--- config.mk ---
export PLATFORM = sky130hd
export DESIGN_NAME = hazard_ctrl_flat
export DESIGN_NICKNAME = d
export VERILOG_FILES = /design/src/rtl/hazard_if.sv /design/src/rtl/hazard_ctrl.sv /design/src/flat_wrapper.sv
export SDC_FILE = /design/constraint.sdc
export NUM_CORES = 1
export LEC_CHECK = 0
export ABC_CLOCK_PERIOD_IN_PS = 2600
export CORE_AREA = 4 4 76 78
export DETAILED_ROUTE_END_ITERATION = 7
export DIE_AREA = 0 0 80 82
export DONT_BUFFER_PORTS = 1
export PLACE_DENSITY_LB_ADDON = 0.12
export SYNTH_ARGS = -nofsm -noshare
export SYNTH_HDL_FRONTEND = slang
export SYNTH_SLANG_ARGS = --single-unit
--- constraint.sdc ---
create_clock -name clk -period 2.6 [get_ports clk]
set_input_delay 0.13 -clock clk [delete_from_list [all_inputs] [get_ports clk]]
set_output_delay 0.13 -clock clk [all_outputs]
set_load 0.02 [all_outputs]
--- src/rtl/hazard_if.sv ---
// hazard_if: ID/EX/MEM/WB hazard inputs and the pipeline stall/flush/status outputs
interface hazard_if;
  logic [4:0] rs1_d, rs2_d, rd_e, rd_m, rd_w;
  logic rs1_used_d, rs2_used_d, regwrite_e, regwrite_m, regwrite_w;
  logic memread_e, redirect_e, mem_req_m, mem_ready_m;
  logic stall_f, stall_d, stall_e, stall_m, flush_d, flush_e, flush_w, mem_timeout;
  logic [15:0] stall_cnt, flush_cnt;
  modport master (
    output rs1_d, rs2_d, rd_e, rd_m, rd_w, rs1_used_d, rs2_used_d, regwrite_e, regwrite_m, regwrite_w,
           memread_e, redirect_e, mem_req_m, mem_ready_m,
    input  stall_f, stall_d, stall_e, stall_m, flush_d, flush_e, flush_w, mem_timeout, stall_cnt, flush_cnt
  );
  modport slave (
    input  rs1_d, rs2_d, rd_e, rd_m, rd_w, rs1_used_d, rs2_used_d, regwrite_e, regwrite_m, regwrite_w,
           memread_e, redirect_e, mem_req_m, mem_ready_m,
    output stall_f, stall_d, stall_e, stall_m, flush_d, flush_e, flush_w, mem_timeout, stall_cnt, flush_cnt
  );
endinterface

--- src/rtl/hazard_ctrl.sv ---
// hazard_ctrl: pipeline stall/flush control with data-memory timeout watchdog and perf counters.
// Define FORWARDING_EN when a full bypass network exists, so only load-use needs a stall.
module hazard_ctrl #(
  parameter int MEM_TIMEOUT = 15
) (
  input logic clk,
  input logic reset,
  hazard_if.slave hz
);
  localparam logic [1:0] RUN = 2'd0, MEM_WAIT = 2'd1, ERROR = 2'd2;
  logic [1:0] state;
  logic [7:0] wait_cnt;
  logic [15:0] s_cnt, f_cnt;
  logic mem_stall, err, hit_e, hit_m, hit_w, hazard;
  logic [6:0] ctrl;
  function automatic logic src_hit(input logic u1, input logic [4:0] r1, input logic u2,
                                   input logic [4:0] r2, input logic wr, input logic [4:0] rd);
    return wr && rd != 5'd0 && ((u1 && r1 == rd) || (u2 && r2 == rd));
  endfunction
  assign hit_e = src_hit(hz.rs1_used_d, hz.rs1_d, hz.rs2_used_d, hz.rs2_d, hz.regwrite_e, hz.rd_e);
  assign hit_m = src_hit(hz.rs1_used_d, hz.rs1_d, hz.rs2_used_d, hz.rs2_d, hz.regwrite_m, hz.rd_m);
  assign hit_w = src_hit(hz.rs1_used_d, hz.rs1_d, hz.rs2_used_d, hz.rs2_d, hz.regwrite_w, hz.rd_w);
`ifdef FORWARDING_EN
  assign hazard = hz.memread_e && hit_e;
`else
  assign hazard = hit_e || hit_m || hit_w;
`endif
  assign mem_stall = hz.mem_req_m && !hz.mem_ready_m;
  assign err = state == ERROR;
  // {stall_f, stall_d, stall_e, stall_m, flush_d, flush_e, flush_w}; a held EX keeps redirect_e until the stall drops
  assign ctrl = reset     ? 7'b0000111 :
                err       ? 7'b1111000 :
                mem_stall ? 7'b1111001 :
                hz.redirect_e ? 7'b0000110 :
                hazard    ? 7'b1100010 : 7'b0000000;
  assign {hz.stall_f, hz.stall_d, hz.stall_e, hz.stall_m, hz.flush_d, hz.flush_e, hz.flush_w} = ctrl;
  assign hz.mem_timeout = err && !reset;
  assign hz.stall_cnt = s_cnt;
  assign hz.flush_cnt = f_cnt;
  always_ff @(posedge clk) begin
    if (reset) begin
      state <= RUN;
      wait_cnt <= 8'd0;
      s_cnt <= 16'd0;
      f_cnt <= 16'd0;
    end else begin
      if (ctrl[6] && s_cnt != 16'hFFFF) s_cnt <= s_cnt + 16'd1;
      if (ctrl[2] && f_cnt != 16'hFFFF) f_cnt <= f_cnt + 16'd1;
      case (state)
        RUN: if (mem_stall) begin
          state <= MEM_WAIT;
          wait_cnt <= 8'd1;
        end
        MEM_WAIT: if (!mem_stall) begin
          state <= RUN;
          wait_cnt <= 8'd0;
        end else if (wait_cnt == 8'(MEM_TIMEOUT)) state <= ERROR;
        else wait_cnt <= wait_cnt + 8'd1;
        ERROR: state <= ERROR;
        default: state <= ERROR;
      endcase
    end
  end
endmodule

--- src/flat_wrapper.sv ---
// flat-port wrapper written by rule: the top's interface ports become plain ports
module hazard_ctrl_flat 
#(
  parameter int MEM_TIMEOUT = 15
)
  (clk, reset, hz_rs1_d, hz_rs2_d, hz_rd_e, hz_rd_m, hz_rd_w, hz_rs1_used_d, hz_rs2_used_d, hz_regwrite_e, hz_regwrite_m, hz_regwrite_w, hz_memread_e, hz_redirect_e, hz_mem_req_m, hz_mem_ready_m, hz_stall_f, hz_stall_d, hz_stall_e, hz_stall_m, hz_flush_d, hz_flush_e, hz_flush_w, hz_mem_timeout, hz_stall_cnt, hz_flush_cnt);
  hazard_if hz_i ();
  input logic clk;
  input logic reset;
  input wire logic [$bits(hz_i.rs1_d)-1:0] hz_rs1_d;
  input wire logic [$bits(hz_i.rs2_d)-1:0] hz_rs2_d;
  input wire logic [$bits(hz_i.rd_e)-1:0] hz_rd_e;
  input wire logic [$bits(hz_i.rd_m)-1:0] hz_rd_m;
  input wire logic [$bits(hz_i.rd_w)-1:0] hz_rd_w;
  input wire logic [$bits(hz_i.rs1_used_d)-1:0] hz_rs1_used_d;
  input wire logic [$bits(hz_i.rs2_used_d)-1:0] hz_rs2_used_d;
  input wire logic [$bits(hz_i.regwrite_e)-1:0] hz_regwrite_e;
  input wire logic [$bits(hz_i.regwrite_m)-1:0] hz_regwrite_m;
  input wire logic [$bits(hz_i.regwrite_w)-1:0] hz_regwrite_w;
  input wire logic [$bits(hz_i.memread_e)-1:0] hz_memread_e;
  input wire logic [$bits(hz_i.redirect_e)-1:0] hz_redirect_e;
  input wire logic [$bits(hz_i.mem_req_m)-1:0] hz_mem_req_m;
  input wire logic [$bits(hz_i.mem_ready_m)-1:0] hz_mem_ready_m;
  output wire logic [$bits(hz_i.stall_f)-1:0] hz_stall_f;
  output wire logic [$bits(hz_i.stall_d)-1:0] hz_stall_d;
  output wire logic [$bits(hz_i.stall_e)-1:0] hz_stall_e;
  output wire logic [$bits(hz_i.stall_m)-1:0] hz_stall_m;
  output wire logic [$bits(hz_i.flush_d)-1:0] hz_flush_d;
  output wire logic [$bits(hz_i.flush_e)-1:0] hz_flush_e;
  output wire logic [$bits(hz_i.flush_w)-1:0] hz_flush_w;
  output wire logic [$bits(hz_i.mem_timeout)-1:0] hz_mem_timeout;
  output wire logic [$bits(hz_i.stall_cnt)-1:0] hz_stall_cnt;
  output wire logic [$bits(hz_i.flush_cnt)-1:0] hz_flush_cnt;
  assign hz_i.rs1_d = hz_rs1_d;
  assign hz_i.rs2_d = hz_rs2_d;
  assign hz_i.rd_e = hz_rd_e;
  assign hz_i.rd_m = hz_rd_m;
  assign hz_i.rd_w = hz_rd_w;
  assign hz_i.rs1_used_d = hz_rs1_used_d;
  assign hz_i.rs2_used_d = hz_rs2_used_d;
  assign hz_i.regwrite_e = hz_regwrite_e;
  assign hz_i.regwrite_m = hz_regwrite_m;
  assign hz_i.regwrite_w = hz_regwrite_w;
  assign hz_i.memread_e = hz_memread_e;
  assign hz_i.redirect_e = hz_redirect_e;
  assign hz_i.mem_req_m = hz_mem_req_m;
  assign hz_i.mem_ready_m = hz_mem_ready_m;
  assign hz_stall_f = hz_i.stall_f;
  assign hz_stall_d = hz_i.stall_d;
  assign hz_stall_e = hz_i.stall_e;
  assign hz_stall_m = hz_i.stall_m;
  assign hz_flush_d = hz_i.flush_d;
  assign hz_flush_e = hz_i.flush_e;
  assign hz_flush_w = hz_i.flush_w;
  assign hz_mem_timeout = hz_i.mem_timeout;
  assign hz_stall_cnt = hz_i.stall_cnt;
  assign hz_flush_cnt = hz_i.flush_cnt;
  hazard_ctrl #(.MEM_TIMEOUT(MEM_TIMEOUT)) u_core (.clk(clk), .reset(reset), .hz(hz_i));
endmodule
Word level (Yosys, flattened, before mapping) --
Cells that the tools add are included.
Word-level totals: bits in registers 42, input port bits 36, output and inout port bits 40
Cells by class: add/sub/neg operators 3, eq/ne operators 14, multiplexer cells 13, reductions and logical operators 30
Operators by type and width (number):
- 7-bit 2-to-1 mux | 5
- 16-bit by 1-bit adder with 16-bit output, second input constant | 2
- 16-bit inequality test, second input constant | 2
- 5-bit == test | 6
- 8-bit 2-to-1 mux | 3
- 1-bit logical AND | 16
- 8-bit case mux with 2 select lines | 1
- 5-bit nonzero test | 3
- 8-bit by 1-bit adder with 8-bit output, second input constant | 1
- 8-bit by 4-bit == test with 1-bit output, second input constant | 1
- 2-bit 2-to-1 mux | 3
- 3-bit inequality test, second input constant | 2
- 1-bit logical OR | 5
- 2-bit case mux with 2 select lines | 1
- 3-bit AND reduction | 1
- 2-bit by 1-bit == test with 1-bit output, second input constant | 1
- 2-bit == test, second input constant | 1
- 1-bit zero test | 2
- 2-bit zero test | 1
- 2-bit by 1-bit inequality test with 1-bit output, second input constant | 1
- 2-bit AND reduction | 1
- 2-bit nonzero test | 1

Depth between registers and ports, before layout --
Gate-level depths: netlist of the first run.
word-level depth 12, mapped depth 9

Worst setup path after synthesis of the first run --
Ideal clock, no wire load.
path type register to register, start register u_core.s_cnt[6], in the netlist u_core.hz.stall_cnt[6], end register u_core.s_cnt[1], in the netlist u_core.hz.stall_cnt[1], arrival time 1.977 ns, required time 2.468 ns, path slack 0.491 ns, stages on the path, launching flop included 10, buffers on the path 2, cell sequence dfxtp_1 > and3_1 > and3_1 > and3_1 > inv_1 > nor3_1 > buf_2 > clkbuf_1 > nand3b_1 > a21oi_1
Between the ends: longest elaborated chain between the ends 2
RTL lines:
- start, declared | RTL line hazard_ctrl.sv:13 | logic [15:0] s_cnt, f_cnt;
- start signal, assigned | RTL line hazard_ctrl.sv:47 | if (ctrl[6] && s_cnt != 16'hFFFF) s_cnt <= s_cnt + 16'd1;
- 16-bit inequality test | RTL line hazard_ctrl.sv:47
- 1-bit logical AND | RTL line hazard_ctrl.sv:47
Every way passes these cells. A chain may end at the register's enable or synchronous reset.

Final worst setup path of the first run --
start register u_core.s_cnt[7], in the netlist u_core.hz.stall_cnt[7], end register u_core.s_cnt[1], in the netlist u_core.hz.stall_cnt[1]
The elaborated chain is that of the path after synthesis.

==> key figures, run 1 <==
Outcome
  • Status: completed

Power and ir drop
  • Pwr dens: between 400 and 500 mW/mm²
  • VDD IR max: between 0.0003 and 0.0004 V
  • Pwr Total: approximately 0.0012 W
  • P_leak: about 0.93 nW

Timing
  • Setup TNS: 0 ns
  • RSZ-0062 raised after global routing: no
  • Period utilization: roughly 81%
  • Max Slew Vio Count: 0
  • Least-Margin Pin Slew: about 1.1 ns
  • Setup Skew: approximately 0.0038 ns
  • Setup Viol. Count Final: 0
  • Max_slew headroom: between 20% and 30%
  • Fin crit period: about 2.1 ns
  • Final hold vios: 0
  • Maximum clock frequency: approximately 0.47 GHz

Floorplanning
  • Die width: 80 µm
  • Core area: a little over 0.005 mm²
  • Initial core utilization: 49.1%
  • Die H: around 80 µm
  • # rows: 26
  • Die area: 0.00656 mm²
  • Num ports: 76

Drt
  • Via count: around 2200
  • Post-DR vias/cell: about 5.8
  • Final WL: roughly 5.7 mm
  • Antenna viol nets, final: 0
  • DR WL/cell: 15.2 µm
  • DR DRC count: 0
  • Iteration-0 DRC count of the detailed router: around 110
  • DRT Pass-1 Iters: 4

Worst setup path
  • Critical Path Stages: 8
  • Critical Path End: u_core.hz.stall_cnt[1]$_SDFFE_PP0P_
  • Combined buffer and inverter count along the critical path: 2
  • Critical path peak fanout: 18
  • Crit. End Element: register
  • CP startpoint kind: register
  • Reg2Reg Capture Point: u_core.hz.stall_cnt[1]$_SDFFE_PP0P_
  • Crit Path Class: reg2reg
  • Crit. Startpoint: u_core.hz.stall_cnt[7]$_SDFFE_PP0P_
  • CP required: approximately 2.7 ns
  • Critical path arrival: about 2.2 ns
  • Slowest-stage cell, CP: dfxtp_1
  • Reg2reg path depth: 8
  • R2R setup slack: between 0.4 and 0.5 ns
  • CP cell instances: and3_1 -> and3_1 -> and3_1 -> inv_1 -> nor3_2 -> buf_4 -> nand3b_1 -> a21oi_1
  • Worst r2r src: u_core.hz.stall_cnt[7]$_SDFFE_PP0P_
  • Max stage delay on crit path: approximately 0.5 ns
  • Top cell by count, worst path: and3_1
  • CP top delay family: simple AND/OR/NAND/NOR gates

Placed design
  • Placed Instances: 365
  • Port-buffer cells: 0
  • GPL Wtd Cong: between 0.7 and 0.8
  • Final HPWL DP: around 4.3 mm

Global routing
  • Global-route wire length before repair: roughly 9.5 mm
  • Routing usage on met1: between 20% and 30%
  • Initial antenna violation count: 0
  • Met3 usage: between 5 and 6%
  • GRT busiest layer: met2
  • Vias in the first global route: 2017
  • Total grt overflow: 0
  • Largest net degree at the start of global routing: 28
  • Met2 Resource Use GR: between 20% and 30%
  • Tot GR Track Use: around 18%

Synth
  • XOR/XNOR Fraction of Synth Area: ~17%
  • EDFF count, synth: 0
  • Post-synth ARST share: 0%
  • #FFs+latches synth: between 40 and 50
  • Cells after Synth: 300
  • Synth Area in Compound Gates: between 10 and 15%
  • Top_reg_cell synth: dfxtp_1
  • Register area share after synthesis: approximately a third
  • Synthesized area: ~0.0025 mm²
  • Synth Area in Simple Gates: ~28%
  • Largest family of logic cells by synthesized area: simple AND/OR/NAND/NOR gates
  • Ys Warns: 0
  • Syn nets: about 340
  • Adder-Cell Fraction of Synth Area: around 1.5%
  • Synth Area per Inst: between 8 and 9 µm²
  • Multiplexer area fraction after synthesis: about 1.4%
  • Synth cell types: 42

Clocking
  • Clock transition at the registers of the reported paths: about 0.080 ns
  • Clock Latency Late Sink: ~0.29 ns
  • Clock root buffer: clkbuf_8
  • Postcts setup bufs: 0
  • H-tree Lvls: 2
  • Max Root-Sink Buffers: 2
  • CTS tree: yes
  • Clk sinks: 42
  • Total CTS buffers: 5

Cells and area
  • ANT cells: 0
  • Share of cells above drive strength 1: roughly 5.6%
  • Post-Layout Cell Count: roughly 370
  • Area grow syn2layout: 6.63%
  • Final nets: about 340
  • FILL cells: 510
  • Core Util, Final: 52.4%

Worst hold path
  • Hold Startpoint: reset
  • Worst hold path class: in2reg

Flow run
  • MaxCap Viol Count: 0
==> metrics by stage <==
stage	setup slack [ns]	instance area (µm²)	hold slack, ns
after floorplan	0.491	2490	0.354
after global placement	0.422	2570	0.206
after detailed placement	0.356	2570	0.207
after CTS	0.467	2660	0.0672
after global routing	0.285	2660	0.104
final	0.485	2660	0.0757
==> logic make-up after synthesis <==
kind of cell	Yosys count
mux	3
flops	42
buf+inv	20
simple gates	132
xor+xnor	49
fa+ha+maj	3
compound gates	51
==> layout make-up <==
cell class | count | area (µm²) | area share (%)
multi-input cells | 238 | 1560 | 58.6
repair buffers | 9 | 70.1 | 2.64
well taps | 70 | 87.6 | 3.30
flip-flops and latches | 42 | 841 | 31.6
clock buffers | 7 | 76.3 | 2.87
inverters | 7 | 26.3 | 0.989
==> cell usage after synthesis (2+ instances only) <==
cell type  instances  area (µm²)
nand4_1           12        75.1
clkbuf_1           6        22.5
and2_1             2        12.5
or3_1              2        12.5
xnor2_1           35         307
buf_6              2        22.5
dfxtp_1           42         841
nand2b_1           3        18.8
o31a_1             2        17.5
and3_1            17         106
ha_1               3        37.5
buf_2              2        10.0
nand2_1           26        97.6
xor2_1            14         123
o22ai_1            3        18.8
o41ai_1            3        26.3
o21ai_0            7        35.0
o31ai_1            7        52.6
and4_1             4        35.0
o311ai_0           5        43.8
or4_1             11        82.6
a21oi_1           10        50.1
nor3_1             2        10.0
o21a_1             6        45.0
buf_4              2        15.0
mux2i_1            2        20.0
a31oi_1            2        12.5
nor2_1            28         105
inv_1              7        26.3
nor2b_1            4        25.0
nor4_1             5        31.3
nand3_1           14        70.1
==> worst reg2reg max path: stages, from the launching register on <==
cell,delay (ns)
dfxtp_1,0.50
and3_1,0.25
and3_1,0.22
and3_1,0.24
inv_1,0.06
nor3_2,0.23
buf_4,0.25
nand3b_1,0.13
a21oi_1,0.07
==> state kept, by name (all words and copies together) (netlist names) <==
register / flops
u_core.hz.flush_cnt: 16
u_core.state: 2
u_core.wait_cnt: 8
u_core.hz.stall_cnt: 16
==> cells in the final DEF, fill, tap and decap left out, types with 2 or more instances in the layout <==
cell / synthesis / layout
ha_1: 3 / 3
clkbuf_1: 6 / 2
nor4_1: 5 / 5
or3_1: 2 / 2
o22ai_1: 3 / 3
o31a_1: 2 / 2
nand3_1: 14 / 14
o21a_1: 6 / 6
buf_4: 2 / 8
nor2b_1: 4 / 4
dfxtp_1: 42 / 42
o311ai_0: 5 / 5
and4_1: 4 / 4
and3_1: 17 / 17
o31ai_1: 7 / 7
xnor2_1: 35 / 35
a21oi_1: 10 / 10
mux2i_1: 2 / 2
and2_1: 2 / 2
xor2_1: 14 / 14
nor2_1: 28 / 28
o21ai_0: 7 / 7
or4_1: 11 / 11
nand2_1: 26 / 26
clkbuf_8: 0 / 5
o41ai_1: 3 / 3
nand2b_1: 3 / 3
inv_1: 7 / 7
nand4_1: 12 / 12
a31oi_1: 2 / 2
==> worst min path at each step <==
stage                                                end  slack, ns  cells past startpoint
floorplan                   u_core.state[0]$_SDFFE_PP0P_       0.35                      2
global placement    u_core.hz.stall_cnt[14]$_SDFFE_PP0P_       0.21                      1
detailed placement   u_core.hz.stall_cnt[7]$_SDFFE_PP0P_       0.21                      1
CTS                 u_core.hz.stall_cnt[15]$_SDFFE_PP0P_       0.07                      2
global route        u_core.hz.stall_cnt[15]$_SDFFE_PP0P_       0.10                      2
finish              u_core.hz.stall_cnt[15]$_SDFFE_PP0P_       0.08                      2
==> report_power, final <==
group / internal [W] / switching, W
logic: 0.0000631 / 0.0000660
clock network: 0.000185 / 0.000208
registers: 0.000651 / 0.0000193
==> routing by layer <==
| layer | vias up | share of wire (%) |
|---|---|---|
| met1 | 1001 | 45 |
| met2 | 62 | 46 |
| met3 | 10 | 7.2 |
| met4 | 0 | 1.4 |
| li1 | 1092 | - |
| met5 | - | 0 |
==> timing repair <==
action                                 in CTS  in global routing
hold buffers                                1                  0
resized for setup                           0                  0
endpoints found under the hold margin      27                  0
(Power assumes the default switching activity.)
==> run 2: changes to the inputs <==
Settings changed: ABC_CLOCK_PERIOD_IN_PS 2600 to 1750.
Clock period 2.6 ns to 1.75 ns, I/O delays scaled along.
==> run 2 against run 1 <==
  * The run now ends with setup timing left
  * Routed wire length increased by 16%
  * Maximum frequency increased by 19%
  * First-iteration DRC count decreased by 32%
  * Register-to-register slack got worse by 0.50 ns
  * Final cell count increased by 18%
  * Largest cell class unchanged
  * Largest power group unchanged
==> key figures, run 2 (synthesized netlist as in run 1, its figures left out) <==
Outcome
  • Status: finished, violations left (was completed)
  • Failing checks: setup timing

Timing
  • Period utilization: 101% (was 81.3%)
  • Final hold vios: 0 (unchanged)
  • Max_slew headroom: 22.8% (was 29.3%)
  • Setup Skew: 0.00828 ns (was 0.00383 ns)
  • Setup Viol. Count Final: 7 (was 0)
  • Worst Setup Slack, final: -0.0197 ns (was 0.485 ns)
  • Hold Slack: 0.0232 ns (was 0.0757 ns)
  • Maximum clock frequency: 0.565 GHz (was 0.473 GHz)
  • Fin crit period: 1.77 ns (was 2.11 ns)
  • Max Slew Vio Count: 0 (unchanged)
  • Least-Margin Pin Slew: 1.15 ns (was 1.06 ns)
  • Setup TNS: -0.0878 ns (was 0 ns)
  • RSZ-0062 raised after global routing: yes (was no)

Cells and area
  • Area grow syn2layout: 39.8% (was 6.63%)
  • Final nets: 408 (was 342)
  • Final Cell Area: 0.00348 mm² (was 0.00266 mm²)
  • Most common cell after layout, fill and taps aside: buf_4 (was dfxtp_1)
  • ANT cells: 0 (unchanged)
  • Most frequent cells in the layout: buf_4 (64), xnor2_1 (32), nor2_1 (28), dfxtp_1 (25), nand2_1 (23) (was dfxtp_1 (42), xnor2_1 (35), nor2_1 (28), nand2_1 (26), and3_1 (17))
  • Share of cells above drive strength 1: 38.6% (was 5.61%)
  • FILL cells: 429 (was 510)
  • Core Util, Final: 68.6% (was 52.4%)

Floorplanning
  • Die area: 0.00656 mm² (unchanged)
  • Num ports: 76 (unchanged)
  • Core area: 0.00507 mm² (unchanged)
  • Initial core utilization: 49.1% (unchanged)
  • # rows: 26 (unchanged)
  • Die H: 82 µm (unchanged)
  • Die width: 80 µm (unchanged)

Clocking
  • Clk sinks: 42 (unchanged)
  • Max Root-Sink Buffers: 2 (unchanged)
  • Clock Latency Late Sink: 0.29 ns (about the same)
  • H-tree Lvls: 2 (unchanged)
  • Clock transition at the registers of the reported paths: 0.08 ns (about the same)
  • CTS tree: yes (unchanged)
  • Clock root buffer: clkbuf_8 (unchanged)
  • Total CTS buffers: 5 (unchanged)

Global routing
  • Global-route wire length before repair: 10.4 mm (was 9.53 mm)
  • Total grt overflow: 0 (unchanged)
  • Largest net degree at the start of global routing: 28 (unchanged)
  • Vias in the first global route: 2328 (was 2017)
  • Tot GR Track Use: 19.6% (was 18.0%)
  • Initial antenna violation count: 0 (unchanged)

Worst setup path
  • Critical path arrival: 1.98 ns (was 2.24 ns)
  • Top cell by count, worst path: and3_4 (was and3_1)
  • CP startpoint kind: register (unchanged)
  • Slowest-stage cell, CP: or4_4 (was dfxtp_1)
  • Crit. End Element: register (unchanged)
  • Max stage delay on crit path: 0.48 ns (was 0.50 ns)
  • CP required: 1.96 ns (was 2.73 ns)
  • Crit Path Class: reg2reg (unchanged)
  • CP cell instances: and3_4 -> and3_4 -> and3_4 -> inv_4 -> nor3_4 -> buf_6 -> or4_4 -> a21oi_2 (was and3_1 -> and3_1 -> and3_1 -> inv_1 -> nor3_2 -> buf_4 -> nand3b_1 -> a21oi_1)
  • Critical path peak fanout: 4 (was 18)

Worst hold path
  • Worst hold path class: in2reg (unchanged)

Drt
  • Final WL: 6.61 mm (was 5.68 mm)
  • Iteration-0 DRC count of the detailed router: 73 (was 108)
  • Via count: 2472 (was 2165)
  • DRT Pass-1 Iters: 4 (unchanged)
  • Antenna viol nets, final: 0 (unchanged)
  • DR WL/cell: 15.0 µm (was 15.2 µm)
  • Post-DR vias/cell: 5.62 (was 5.80)
  • DR DRC count: 0 (unchanged)

Power and ir drop
  • P_leak: 1.35 nW (was 0.930 nW)
  • Pwr dens: 562 mW/mm² (was 448 mW/mm²)
  • VDD IR max: 0.000526 V (was 0.000318 V)

Placed design
  • GPL Wtd Cong: 0.796 (was 0.786)
  • Port-buffer cells: 0 (unchanged)
  • Final HPWL DP: 4.72 mm (was 4.30 mm)
  • Area post-placement: 0.00306 mm² (was 0.00257 mm²)

Flow run
  • MaxCap Viol Count: 0 (unchanged)
run 2: cell types whose count changed in the layout (fill, tap and decap cells not counted), moves of 6 or more:
cell | before | now
dfxtp_2 | 0 | 13
or4_1 | 11 | 5
buf_4 | 8 | 64
and3_4 | 0 | 9
and3_1 | 17 | 8
buf_6 | 0 | 7
dfxtp_1 | 42 | 25
or4_4 | 0 | 6
run 2: power by group:
group	switching (W)	internal (W)	total, W
Combinational	0.000139	0.000143	0.000282
Clock	0.000342	0.000363	0.000705
Sequential	0.00000842	0.000963	0.000971
Total	0.000490	0.00147	0.00196
run 2: worst max-delay path, delay by kind of cell (launching register included):
kind	cells	cell delay (ns)
compound gates	1	0.15
buf+inv	2	0.18
flops	1	0.35
simple gates	5	1.02
run 2: cell type report:
type                       count  area, µm²  area share (%)
clock inverter                 2       10.0           0.287
sequential                    42        872            25.0
tap                           70       87.6            2.51
clock buffer                   6       93.8            2.69
timing repair buffer          75        624            17.9
inverter                       7       36.3            1.04
multi-input combinational    238       1760            50.5
run 2: worst paths after layout:
| check | start | endpoint | slack (ns) | depth (start not counted) |
|---|---|---|---|---|
| setup reg to reg | u_core.hz.stall_cnt[6]$_SDFFE_PP0P_ | u_core.hz.stall_cnt[14]$_SDFFE_PP0P_ | -0.02 | 8 |
| hold / removal | reset | u_core.wait_cnt[7]$_SDFFE_PP0P_ | 0.02 | 2 |
| hold reg to reg | u_core.wait_cnt[7]$_SDFFE_PP0P_ | u_core.wait_cnt[7]$_SDFFE_PP0P_ | 0.50 | 1 |
| setup / recovery | u_core.hz.stall_cnt[6]$_SDFFE_PP0P_ | u_core.hz.stall_cnt[14]$_SDFFE_PP0P_ | -0.02 | 8 |
run 2: through the flow:
stage          worst slack [ns]  total power (W)  std cells
6_report                -0.0197          0.00196        440
5_1_grt                 -0.0994          0.00204        440
4_1_cts                 -0.0653          0.00196        434
3_5_place_dp             -0.198          0.00124        421
3_3_place_gp             -0.188          0.00123        421
2_1_floorplan            -0.124          0.00118        300
run 2: routing by layer:
layer	vias up	part of all wire, %	global-route usage (%)
li1	1224	-	-
met1	1175	43	24.1
met2	65	50	34.9
met3	8	6.5	4.61
met4	0	0.82	4.22
met5	-	0	0
run 2: repair_timing:
item	4_1_cts	5_1_grt
hold endpoints to repair	27	0
buffers inserted	4	5
pin swaps	17	25
cloned	0	1
endpoints found under the setup margin	19	32
hold buffers	1	0
resized for setup	16	49
